===== config.mk =====
export PLATFORM = sky130hd
export DESIGN_NAME = mem_port_arbiter
export DESIGN_NICKNAME = d
export VERILOG_FILES = /design/src/rtl/mem_arb_pkg.sv /design/src/rtl/mem_port_arbiter_rd_tag_pipe.sv /design/src/rtl/mem_port_arbiter.sv
export SDC_FILE = /design/constraint.sdc
export NUM_CORES = 1
export LEC_CHECK = 0
export ABC_CLOCK_PERIOD_IN_PS = 3980
export CAP_MARGIN = 5
export CORE_AREA = 5 5 115 117
export CTS_CLUSTER_DIAMETER = 60
export DETAILED_ROUTE_END_ITERATION = 10
export DIE_AREA = 0 0 120 122
export SLEW_MARGIN = 0
export SYNTH_ARGS = -nofsm -noshare
export SYNTH_HDL_FRONTEND = slang
export SYNTH_HIERARCHICAL = 1
export SYNTH_SLANG_ARGS = --single-unit

===== constraint.sdc =====
create_clock -name clk -period 3.98 [get_ports clk]
set_clock_uncertainty 0.2 [all_clocks]
set_input_delay 1.194 -clock clk [delete_from_list [all_inputs] [get_ports clk]]
set_output_delay 1.194 -clock clk [all_outputs]
set_load 0.03 [all_outputs]

===== src/rtl/mem_arb_pkg.sv =====
// Shared types for the two-port memory arbiter.
// Port ids, read-response tags and lock state.
package mem_arb_pkg;

    typedef enum logic {
        PORT0 = 1'b0,
        PORT1 = 1'b1
    } port_id_t;

    typedef struct packed {
        logic     vld;
        port_id_t id;
    } rd_tag_t;

    typedef enum logic {
        UNLOCKED = 1'b0,
        LOCKED   = 1'b1
    } lock_state_t;

    localparam int MAX_RD_LATENCY = 4;

    function automatic port_id_t other_port(port_id_t p);
        return (p == PORT0) ? PORT1 : PORT0;
    endfunction

endpackage


===== src/rtl/mem_port_arbiter_rd_tag_pipe.sv =====
// Read-response tag delay line: a tag pushed in appears on tag_out
// exactly DEPTH cycles later. Ports: clk, rst (sync, active-high), tag_in, tag_out.
import mem_arb_pkg::*;

module rd_tag_pipe #(
    parameter int DEPTH = 1
) (
    input  logic    clk,
    input  logic    rst,
    input  rd_tag_t tag_in,
    output rd_tag_t tag_out
);

    rd_tag_t stage [DEPTH];

    always_ff @(posedge clk) begin
        if (rst) begin
            for (int i = 0; i < DEPTH; i++) begin
                stage[i] <= '0;
            end
        end else begin
            stage[0] <= tag_in;
            for (int i = 1; i < DEPTH; i++) begin
                stage[i] <= stage[i-1];
            end
        end
    end

    assign tag_out = stage[DEPTH-1];

endmodule


===== src/rtl/mem_port_arbiter.sv =====
// Two-port round-robin arbiter (with lock) in front of a single-ported memory.
// Ports: clk, rst (sync, active-high); per port N: reqN_valid/addr/wr_data/wr_ena/lock in,
// reqN_ready/rd_vld/rd_data out; memory side: mem_addr/wr_data/wr_ena out, mem_rd_data in.
import mem_arb_pkg::*;

module mem_port_arbiter #(
    parameter int ADDR_W     = 32,
    parameter int DATA_W     = 32,
    parameter int RD_LATENCY = 1
) (
    input  logic              clk,
    input  logic              rst,
    input  logic              req0_valid,
    input  logic [ADDR_W-1:0] req0_addr,
    input  logic [DATA_W-1:0] req0_wr_data,
    input  logic              req0_wr_ena,
    input  logic              req0_lock,
    output logic              req0_ready,
    output logic              req0_rd_vld,
    output logic [DATA_W-1:0] req0_rd_data,
    input  logic              req1_valid,
    input  logic [ADDR_W-1:0] req1_addr,
    input  logic [DATA_W-1:0] req1_wr_data,
    input  logic              req1_wr_ena,
    input  logic              req1_lock,
    output logic              req1_ready,
    output logic              req1_rd_vld,
    output logic [DATA_W-1:0] req1_rd_data,
    output logic [ADDR_W-1:0] mem_addr,
    output logic [DATA_W-1:0] mem_wr_data,
    output logic              mem_wr_ena,
    input  logic [DATA_W-1:0] mem_rd_data
);

    port_id_t    last_grant;
    port_id_t    lock_owner;
    lock_state_t lock_state;
    lock_state_t lock_next;

    logic        gnt0;
    logic        gnt1;
    logic        xfer;
    logic        locked;
    logic        both;
    logic        owner_valid;
    port_id_t    win_id;
    logic        win_lock;
    logic        win_wr;

    rd_tag_t     tag_in;
    rd_tag_t     tag_out;

    assign locked      = (lock_state == LOCKED);
    assign both        = req0_valid & req1_valid;
    assign owner_valid = (lock_owner == PORT0) ? req0_valid : req1_valid;

    // Grants are forced off during reset so nothing reaches memory.
    always_comb begin
        gnt0 = 1'b0;
        gnt1 = 1'b0;
        if (!rst) begin
            unique case (1'b1)
                locked: begin
                    gnt0 = (lock_owner == PORT0) & req0_valid;
                    gnt1 = (lock_owner == PORT1) & req1_valid;
                end
                (!locked && both): begin
                    gnt0 = (last_grant == PORT1);
                    gnt1 = (last_grant == PORT0);
                end
                default: begin
                    gnt0 = req0_valid;
                    gnt1 = req1_valid;
                end
            endcase
        end
    end

    assign xfer     = gnt0 | gnt1;
    assign win_id   = gnt1 ? PORT1 : PORT0;
    assign win_lock = gnt1 ? req1_lock : req0_lock;
    assign win_wr   = gnt1 ? req1_wr_ena : req0_wr_ena;

    // Owner keeps the lock by transferring with lock=1; an idle owner
    // cycle drops it.
    always_comb begin
        lock_next = lock_state;
        if (xfer) begin
            lock_next = win_lock ? LOCKED : UNLOCKED;
        end else if (locked && !owner_valid) begin
            lock_next = UNLOCKED;
        end
    end

    always_ff @(posedge clk) begin
        if (rst) begin
            lock_state <= UNLOCKED;
            lock_owner <= PORT0;
            last_grant <= PORT1;
        end else begin
            lock_state <= lock_next;
            if (xfer) begin
                lock_owner <= win_id;
                last_grant <= win_id;
            end
        end
    end

    assign req0_ready = gnt0;
    assign req1_ready = gnt1;

    always_comb begin
        mem_addr    = '0;
        mem_wr_data = '0;
        mem_wr_ena  = 1'b0;
        unique case (1'b1)
            gnt0: begin
                mem_addr    = req0_addr;
                mem_wr_data = req0_wr_data;
                mem_wr_ena  = req0_wr_ena;
            end
            gnt1: begin
                mem_addr    = req1_addr;
                mem_wr_data = req1_wr_data;
                mem_wr_ena  = req1_wr_ena;
            end
            default: begin
            end
        endcase
    end

    always_comb begin
        tag_in     = '0;
        tag_in.vld = xfer & ~win_wr;
        tag_in.id  = win_id;
    end

    rd_tag_pipe #(
        .DEPTH (RD_LATENCY)
    ) u_rd_tag_pipe (
        .clk     (clk),
        .rst     (rst),
        .tag_in  (tag_in),
        .tag_out (tag_out)
    );

    // Responses in flight when reset hits are dropped, including the
    // reset cycle itself.
    assign req0_rd_vld  = ~rst & tag_out.vld & (tag_out.id == PORT0);
    assign req1_rd_vld  = ~rst & tag_out.vld & (tag_out.id == PORT1);
    assign req0_rd_data = mem_rd_data;
    assign req1_rd_data = mem_rd_data;

endmodule


==> results.toml <==
[placement]
place_congestion = 0.724
port_buffers = 204
numPlacedInstances = 454
dp_hpwl_mm = 5.84

[grt]
grt_pass1_vias = 1959
globalRouteOverflowTotal = 0
grt_use_met1 = 0.0902
antenna_found_initial = 0
grt_pass1_wl_mm = 10.7
grt-busiest-layer = "met2"
use_met3 = 0.0283
grt_start_max_net_pins = 41
grt_util_met2 = 0.182
track_usage = 0.0928

[layout]
fin_util = 0.297
final-seq-area_um2 = 100
fill_cells = 1268
drive_gt1_frac = 0.335
antenna_cells = 0
area_delta_synth_final_pct = 163
final_cells = 478
multi_input_area_um2 = 762
final_nets = 497

[route]
drt-total-wl_mm = 8.60
drt_first_pass_iters = 4
drt_iter0_drc = 32
vias = 1925
drc = 0
wl_per_cell_um = 18.0
drtAntennaViolNets = 0
avgViaCountPerCell = 4.03

[die]
dieArea_um2 = 14600
die_w_um = 120
die_h_um = 122
rows = 41
core_area_um2 = 12300
initial_core_util = 0.113
io_pins = 301

[hold_path]
hold_end = "lock_owner"
worstHoldPathType = "reg -> reg"
hold_path_depth = 2
hold_start = "lock_owner"

[power_and_ir_drop]
ir_drop_mv = 0.0940
power.switching_mw = 0.257
combPwrFrac = 0.699
powerDensity_nw_per_um2 = 203
switching_share = 0.347
p_int_mw = 0.482
p_clk_frac = 0.223
p_leak_nw = 1.58
p_total_mw = 0.739
power_frac_seq = 0.079

[cts]
cts_buffers = 3
cts_tree = "yes"
cts.sinks = 5
cts_root_buffer = "clkbuf_16"
clk_latency_ns = 0.23
cts_htree_levels = 1
clk_pin_slew_worst_paths_ns = 0.03
clk_path_buf_depth = 2

[timing]
rsz0062_at_grt = "true"
finalSetupViolCount = 0
tightest_slew_ns = 0.297
min_period_ns = 3.96
max_freq_mhz = 253
post-route-period-util = 0.994
slew_violations = 0
relSlewSlack = 0.802
hold_violations = 0

[critical_path]
r2r_cells = 7
slowest_stage = "bufbuf_16"
cpPeakStageDelay_ns = 0.27
worstPathArrival_ns = 2.56
timing.rr.end = "u_rd_tag_pipe/stage[0][1]"
crit_path_frequent_cell = "buf_4"
crit_chain = "buf_6 > buf_4 > buf_6 > a21bo_4 > nor3_4 > buf_4 > bufbuf_16 > a22o_1 > buf_4"
end_kind = "output pin"
cp_num_buf_inv = 6
cp.required_ns = 2.59
rr_startpoint = "lock_state"
start_kind = "input port"
path_class = "in -> out"
critPathMaxFanout = 14
r2r_slack_ns = 1.98
cp_top_family = "buffers and inverters"

[outcome]
outcome = "finished clean"

[synthesis]
seq_area_frac_synth = 0.0723
synth_cells = 169
post_synth_instance_area_um2 = 1380
synth_nets = 337
synth.distinct_cells = 17
syn_avg_cell_area_um2 = 8.19
ys.warnings.count = 6
synth-seq-cells = 5

[job]
maxCapViolCount = 0
-- layout by cell type (no fill, tap or decap) --
cell and count:
dfxtp_1 5, o21ai_0 1, nor2b_1 3, clkdlybuf4s15_1 1
and3b_2 1, nor3b_4 1, nor3_4 1, a22o_4 2
nand3b_1 1, bufbuf_16 1, and3b_1 1, inv_1 3
nor4b_4 1, buf_12 8, buf_4 50, a21oi_1 1
nor3b_1 2, a21bo_4 1, nand2_1 1, buf_16 3
clkbuf_2 1, a22o_1 65, buf_6 28, a211o_1 1
clkbuf_1 1, buf_8 3, clkdlybuf4s50_1 132, clkbuf_16 9
-- cells by family after synthesis --
group           synth area share
buf+inv                    0.408
compound gates             0.445
flops                     0.0723
simple gates              0.0750
-- area by class of cell --
cell class,count,share of cell area
timing repair buffer,233,0.687
multi-input combinational,83,0.209
tap,150,0.0516
sequential,5,0.0275
clock buffer,4,0.0217
inverter,3,0.00310
-- repair_timing --
item	4_1_cts	5_1_grt
cloned	4	10
pin swaps	14	2
hold buffers	0	0
setup buffers	4	2
endpoints found under the setup margin	67	65
resized for setup	35	19
-- power by group through the flow --
stage	registers [mW]	logic [mW]	clock network [mW]
5_1_grt	0.0587	0.542	0.173
6_report	0.0581	0.516	0.165
4_1_cts	0.0580	0.484	0.167
3_3_place_gp	0.0573	0.437	0
2_1_floorplan	0.0567	0.314	0
3_5_place_dp	0.0575	0.440	0
-- through the flow --
stage | setup slack [ns] | area, um^2 | setup TNS (ns) | hold WS, ns
after detailed placement | -0.271 | 3060 | -15.00 | 0.281
after floorplan | 0.0895 | 1380 | 0 | 0.257
after global routing | -0.0391 | 3640 | -0.133 | 0.335
final | 0.0230 | 3640 | 0 | 0.322
after CTS | -0.0472 | 3400 | -0.433 | 0.317
after global placement | -0.247 | 3060 | -13.52 | 0.289
-- tightest hold or removal path, delay by kind of cell (launching register included) --
family | cells | cell delay [ns]
flops | 1 | 0.33
compound gates | 2 | 0.15
-- how the worst max path moves through the flow --
stage | to | startpoint | slack, ns | cells past startpoint
detailed placement | mem_wr_data[1] | req0_valid | -0.27 | 7
global placement | mem_wr_data[30] | req0_valid | -0.25 | 6
CTS | mem_wr_data[1] | req0_valid | -0.05 | 7
floorplan | mem_addr[18] | req0_valid | 0.09 | 4
finish | mem_addr[2] | req0_valid | 0.02 | 9
global route | mem_addr[2] | req0_valid | -0.04 | 8
-- flip-flops by register name, summed over array words and instances, names as in the netlist --
| name | cells |
|---|---|
| last_grant | 1 |
| lock_state | 1 |
| lock_owner | 1 |
| u_rd_tag_pipe/stage | 2 |
-- per-layer routing --
layer | share of wire | routed length (um)
met1 | 0.34 | 2950
met2 | 0.53 | 4550
met3 | 0.097 | 838
met4 | 0.030 | 259
met5 | 0 | 0
-- Yosys cell counts, drive strengths merged --
cell / n / area, um^2
nand2: 1 / 3.75
clkbuf: 4 / 15.0
a211o: 1 / 8.76
buf: 74 / 538
o21ai: 1 / 5.00
dfxtp: 5 / 100
a21oi: 1 / 5.00
and3b: 2 / 17.5
nand3b: 1 / 7.51
a22o: 67 / 587
a21bo: 1 / 10.0
nor2b: 3 / 18.8
inv: 3 / 11.3
nor3: 1 / 10.0
nor4b: 1 / 23.8
nor3b: 3 / 22.5
(Power assumes the default switching activity.)
